[src/rtl/tcon_rr_sched.sv]
// Round-robin scheduler sharing a 2:1 byte-select datapath between bank A and bank B.
// Grants are bounded to MAX_BURST transfers so neither bank can starve the other.
// The selected byte lands in a single-entry registered output slot (1-cycle latency).
module tcon_rr_sched #(
  parameter int unsigned DW        = 8,
  parameter int unsigned MAX_BURST = 4,
  parameter int unsigned CW        = 3
) (
  input  logic          clk,
  input  logic          rst,
  input  logic          a_valid,
  input  logic [DW-1:0] a_data,
  output logic          a_ready,
  input  logic          b_valid,
  input  logic [DW-1:0] b_data,
  output logic          b_ready,
  output logic          sel,
  output logic          out_valid,
  output logic [DW-1:0] out_data,
  output logic          out_src,
  input  logic          out_ready,
  output logic          busy
);

  typedef enum logic [1:0] {StIdle, StGntA, StGntB} state_e;

  state_e        r_state;
  state_e        w_state_d;
  logic [CW-1:0] r_cnt;
  logic [CW-1:0] w_cnt_d;
  logic          r_last;
  logic          w_last_d;
  logic          r_sel;
  logic          w_sel_d;
  logic          r_out_valid;
  logic [DW-1:0] r_out_data;
  logic          r_out_src;

  logic          w_slot_free;
  logic          w_xfer_a;
  logic          w_xfer_b;
  logic [CW-1:0] w_cnt_inc;
  logic          w_at_limit;

  // Ready depends only on grant state and slot occupancy, never on the requesters' valids.
  assign w_slot_free = !r_out_valid || out_ready;
  assign a_ready     = (r_state == StGntA) && w_slot_free;
  assign b_ready     = (r_state == StGntB) && w_slot_free;
  assign w_xfer_a    = a_valid && a_ready;
  assign w_xfer_b    = b_valid && b_ready;
  assign w_cnt_inc   = r_cnt + CW'(1);
  assign w_at_limit  = (w_cnt_inc == CW'(MAX_BURST));

  assign sel       = r_sel;
  assign out_valid = r_out_valid;
  assign out_data  = r_out_data;
  assign out_src   = r_out_src;
  assign busy      = (r_state != StIdle);

  // Next-state arbitration: tie goes to the bank not granted last; burst limit counts transfers.
  always_comb begin
    w_state_d = r_state;
    w_cnt_d   = r_cnt;
    w_last_d  = r_last;
    unique case (r_state)
      StIdle: begin
        if (a_valid && (!b_valid || !r_last)) begin
          w_state_d = StGntA;
          w_cnt_d   = '0;
          w_last_d  = 1'b1;
        end else if (b_valid) begin
          w_state_d = StGntB;
          w_cnt_d   = '0;
          w_last_d  = 1'b0;
        end
      end
      StGntA: begin
        if (w_xfer_a) begin
          if (w_at_limit) begin
            w_cnt_d = '0;
            if (b_valid) begin
              w_state_d = StGntB;
              w_last_d  = 1'b0;
            end
          end else begin
            w_cnt_d = w_cnt_inc;
          end
        end else if (!a_valid) begin
          w_cnt_d = '0;
          if (b_valid) begin
            w_state_d = StGntB;
            w_last_d  = 1'b0;
          end else begin
            w_state_d = StIdle;
          end
        end
      end
      StGntB: begin
        if (w_xfer_b) begin
          if (w_at_limit) begin
            w_cnt_d = '0;
            if (a_valid) begin
              w_state_d = StGntA;
              w_last_d  = 1'b1;
            end
          end else begin
            w_cnt_d = w_cnt_inc;
          end
        end else if (!b_valid) begin
          w_cnt_d = '0;
          if (a_valid) begin
            w_state_d = StGntA;
            w_last_d  = 1'b1;
          end else begin
            w_state_d = StIdle;
          end
        end
      end
      default: begin
        w_state_d = StIdle;
        w_cnt_d   = '0;
      end
    endcase
  end

  // Select follows the next grant; idle keeps the previous value so the mux never glitches.
  always_comb begin
    w_sel_d = r_sel;
    if (w_state_d == StGntA) begin
      w_sel_d = 1'b1;
    end else if (w_state_d == StGntB) begin
      w_sel_d = 1'b0;
    end
  end

  // Grant state, burst counter, last-granted bank and select register.
  always_ff @(posedge clk) begin
    if (rst) begin
      r_state <= StIdle;
      r_cnt   <= '0;
      r_last  <= 1'b0;
      r_sel   <= 1'b0;
    end else begin
      r_state <= w_state_d;
      r_cnt   <= w_cnt_d;
      r_last  <= w_last_d;
      r_sel   <= w_sel_d;
    end
  end

  // Output slot: load on transfer, clear on consume, otherwise hold.
  always_ff @(posedge clk) begin
    if (rst) begin
      r_out_valid <= 1'b0;
      r_out_data  <= '0;
      r_out_src   <= 1'b0;
    end else if (w_xfer_a) begin
      r_out_valid <= 1'b1;
      r_out_data  <= a_data;
      r_out_src   <= 1'b1;
    end else if (w_xfer_b) begin
      r_out_valid <= 1'b1;
      r_out_data  <= b_data;
      r_out_src   <= 1'b0;
    end else if (r_out_valid && out_ready) begin
      r_out_valid <= 1'b0;
    end
  end

endmodule

[config.mk]
export PLATFORM = sky130hd
export DESIGN_NAME = tcon_rr_sched
export DESIGN_NICKNAME = d
export VERILOG_FILES = /design/src/rtl/tcon_rr_sched.sv
export SDC_FILE = /design/constraint.sdc
export NUM_CORES = 1
export LEC_CHECK = 0
export CAP_MARGIN = 20
export CORE_MARGIN = 1
export CORE_UTILIZATION = 26
export DETAILED_ROUTE_END_ITERATION = 10
export GPL_ROUTABILITY_DRIVEN = 0
export SETUP_SLACK_MARGIN = 0.1
export SLEW_MARGIN = 20
export SYNTH_ARGS = -nofsm -noshare
export SYNTH_HDL_FRONTEND = slang
export SYNTH_SLANG_ARGS = --single-unit
[constraint.sdc]
create_clock -name clk -period 1.9 [get_ports clk]
set_clock_uncertainty 0.2 [all_clocks]
set_input_delay 0.38 -clock clk [delete_from_list [all_inputs] [get_ports clk]]
set_output_delay 0.38 -clock clk [all_outputs]
set_load 0.05 [all_outputs]
==> flow_summary_export.csv <==
group,metric,value,unit
placed_design,io_buffers,34,
cells_and_area,drive_gt1_frac,0.475,
global_route,grt_util_met1,0.161,
sta,setup_violations,2,
clocking,clk_path_buf_depth,2,
sta,timing.final.ws_setup,-28.5,ps
global_route,grt_first_pass_wirelength,4710,um
clocking,path_clk_slew,60,ps
power_and_ir_drop,ir_drop,0.416,mV
floorplan,num_rows,22,
clocking,clock_sinks,17,
clocking,cts_made_buffers,3,
floorplan,dieArea,4090,um^2
sta,relSlewSlack,0.734,
sta,post-route-period-util,1.02,
global_route,grt_max_degree,13,
power_and_ir_drop,power-per-cell-area,865,nW/um^2
global_route,met3_usage,0.0375,
sta,tightest_slew,399,ps
sta,setup_tns,-38.1,ps
cells_and_area,fin_nets,209,
setup_path,cp_slowest_stage_delay,380,ps
power_and_ir_drop,p_seq_frac,0.278,
clocking,h-tree-depth,1,
run_status,violations,"setup timing",
run_status,outcome,"complete, but fails checks",
power_and_ir_drop,power.share.clock,0.168,
cells_and_area,layout_commonest_cell,"buf_4",
drt,wl_per_cell,13.3,um
drt,drt-vias-per-instance,4.93,
synth,synthesis.area,998,um^2
drt,vias,1118,
clocking,cts_tree,"built",
setup_path,critPathMaxFanout,4,
sta,slew_viol_final,0,
setup_path,critPathTopFamily,"buffers and inverters",
floorplan,ios,35,
flow_run,cap_viol_max_count,0,
global_route,grt_antenna_before_repair,0,
clocking,cts_root_buf,"clkbuf_8",
min_path,hold_path_class,"register to register",
setup_path,path_cells,"inv_4 -> ha_4 -> buf_6 -> buf_6 -> and2_4 -> buf_12",
power_and_ir_drop,switching_share,0.385,
synth,synth_warnings,0,
synth,avgSynthCellArea,8.76,um^2
setup_path,slowest_stage,"dfxtp_4",
sta,hold_viol,0,
floorplan,start_util,0.273,
clocking,clk_latency,250,ps
power_and_ir_drop,switchingPower,621,uW
cells_and_area,antenna_cells,0,
global_route,first_global_vias,1142,
setup_path,critPathLaunchType,"register",
global_route,overflow,0,
drt,drt-initial-drc-count,30,
setup_path,worstPathRequired,1320,ps
placed_design,place_ws,-471,ps
synth,synth_cells,114,
floorplan,core_area,3660,um^2
drt,first_pass_iters,4,
setup_path,cp-end-kind,"output port",
global_route,top_usage_layer,"met2",
floorplan,die_x,64.0,um
cells_and_area,layout_common_cells,"34 x buf_4, 17 x clkdlybuf4s50_1, 12 x nor2_1, 12 x dfxtp_1, 8 x a21oi_1",
global_route,grtUsageMet2,0.255,
placed_design,dp_hpwl,2170,um
synth,synthesis.nets,143,
synth,yosysUniqueCellTypes,35,
setup_path,crit_arrival,1350,ps
synth,synth_seq_area_share,0.341,
sta,fmax,519,MHz
cells_and_area,synthToLayoutAreaGrowth,86.8,%
setup_path,cp_num_buf_inv,4,
clocking,cts_hold_buffers,0,
setup_path,cp_common_cell,"buf_6",
setup_path,crit_type,"register to output port",
sta,post-route-min-period,1930,ps
power_and_ir_drop,p_leak,0.000773,uW
sta,rsz0062_at_grt,"true",
synth,synth_seq_cells,17,
drt,ant_nets,0,
global_route,grt_use_total,0.147,
power_and_ir_drop,p_int,993,uW
drt,drc,0,
drt,wirelength,3020,um
power_and_ir_drop,combPwrFrac,0.554,
floorplan,die_h,64.0,um
==> cells by family (layout without fill, tap and decap cells) <==
family | after synthesis | after routing | synth area share
compound gates | 39 | 39 | 0.291
simple gates | 31 | 32 | 0.157
mux | 5 | 5 | 0.0501
buf+inv | 14 | 78 | 0.0614
fa+ha+maj | 8 | 8 | 0.100
flops | 17 | 17 | 0.341
==> what timing repair did <==
| item | CTS | global route |
|---|---|---|
| resized for setup | 15 | 18 |
| setup endpoints to repair | 16 | 16 |
| buffers inserted | 6 | 1 |
| pin swaps | 7 | 12 |
| gates cloned | 0 | 2 |
==> path summary, 6_finish.rpt <==
| kind | end | slack (ps) | depth (start not counted) | start |
|---|---|---|---|---|
| setup / recovery | a_ready | -30 | 6 | r_state[1]$_SDFF_PP0_ |
| hold / removal | out_data[3]$_SDFFE_PP0P_ | 250 | 2 | out_data[3]$_SDFFE_PP0P_ |
| setup reg to reg | sel$_SDFFE_PP0P_ | -10 | 9 | r_cnt[1]$_SDFFE_PP0P_ |
| hold reg to reg | out_data[3]$_SDFFE_PP0P_ | 250 | 2 | out_data[3]$_SDFFE_PP0P_ |
==> metrics by stage <==
| step | instances | util | total power, uW | hold WS (ps) | cell area (um^2) |
|---|---|---|---|---|---|
| floorplan | 114 | - | 921 | 242 | 1080 |
| global placement | 214 | 0.449 | 1220 | 241 | 1640 |
| detailed placement | 214 | 0.449 | 1230 | 244 | 1640 |
| CTS | 224 | 0.483 | 1550 | 256 | 1770 |
| global route | 227 | 0.510 | 1700 | 272 | 1870 |
| finish | 227 | 0.510 | 1610 | 254 | 1870 |
==> state kept, by name (all words and copies together) (netlist names) <==
name	count
out_data	8
out_src	1
out_valid	1
r_cnt	3
r_last	1
r_state	2
sel	1
==> power by group through the flow <==
stage          sequential [uW]  clock, uW  combinational [uW]
6_report                   450        271                 894
5_1_grt                    457        291                 955
4_1_cts                    450        278                 817
3_5_place_dp               457          0                 772
3_3_place_gp               456          0                 765
2_1_floorplan              567          0                 354
==> final cells by class <==
cell class	count	area (um^2)
fillers	339	1800
multi-input cells	84	749
repair buffers	66	616
flip-flops and latches	17	354
well taps	48	60.1
clock buffers	4	45.0
inverters	8	41.3
==> synthesized netlist by cell type (all sizes together) <==
library cell / count / area, um^2
buf: 3 / 20.0
a2bb2oi: 4 / 35.0
a32oi: 3 / 26.3
a21o: 2 / 15.0
and2b: 1 / 7.51
a31o: 1 / 8.76
nor2: 15 / 66.3
nand4b: 1 / 8.76
a211oi: 5 / 37.5
dfxtp: 17 / 340
o21a: 1 / 7.51
and2: 2 / 12.5
inv: 8 / 30.0
mux2i: 5 / 50.1
a21boi: 1 / 7.51
or2: 1 / 6.26
o32ai: 1 / 8.76
a2111oi: 1 / 8.76
or3: 1 / 6.26
nand2b: 2 / 12.5
o221ai: 4 / 35.0
nand3: 1 / 5.00
ha: 8 / 100
a22oi: 1 / 21.3
a21oi: 9 / 45.0
nand2: 6 / 25.0
clkbuf: 3 / 11.3
o21bai: 1 / 7.51
o21ai: 4 / 20.0
a31oi: 1 / 6.26
nand4: 1 / 6.26
==> layer usage <==
layer | up-vias | part of all wire
met5 | - | 0
met4 | 0 | 0.021
met3 | 6 | 0.061
met2 | 41 | 0.49
met1 | 526 | 0.43
li1 | 545 | -
==> worst reg2reg max path, delay by kind of cell, from the launching register on <==
| family | cells | cell delay, ps |
|---|---|---|
| simple gates | 1 | 50 |
| buf+inv | 1 | 60 |
| flops | 1 | 340 |
| fa+ha+maj | 3 | 570 |
| mux | 1 | 150 |
| compound gates | 3 | 450 |
Note: power is estimated with default switching activity, not from simulation.
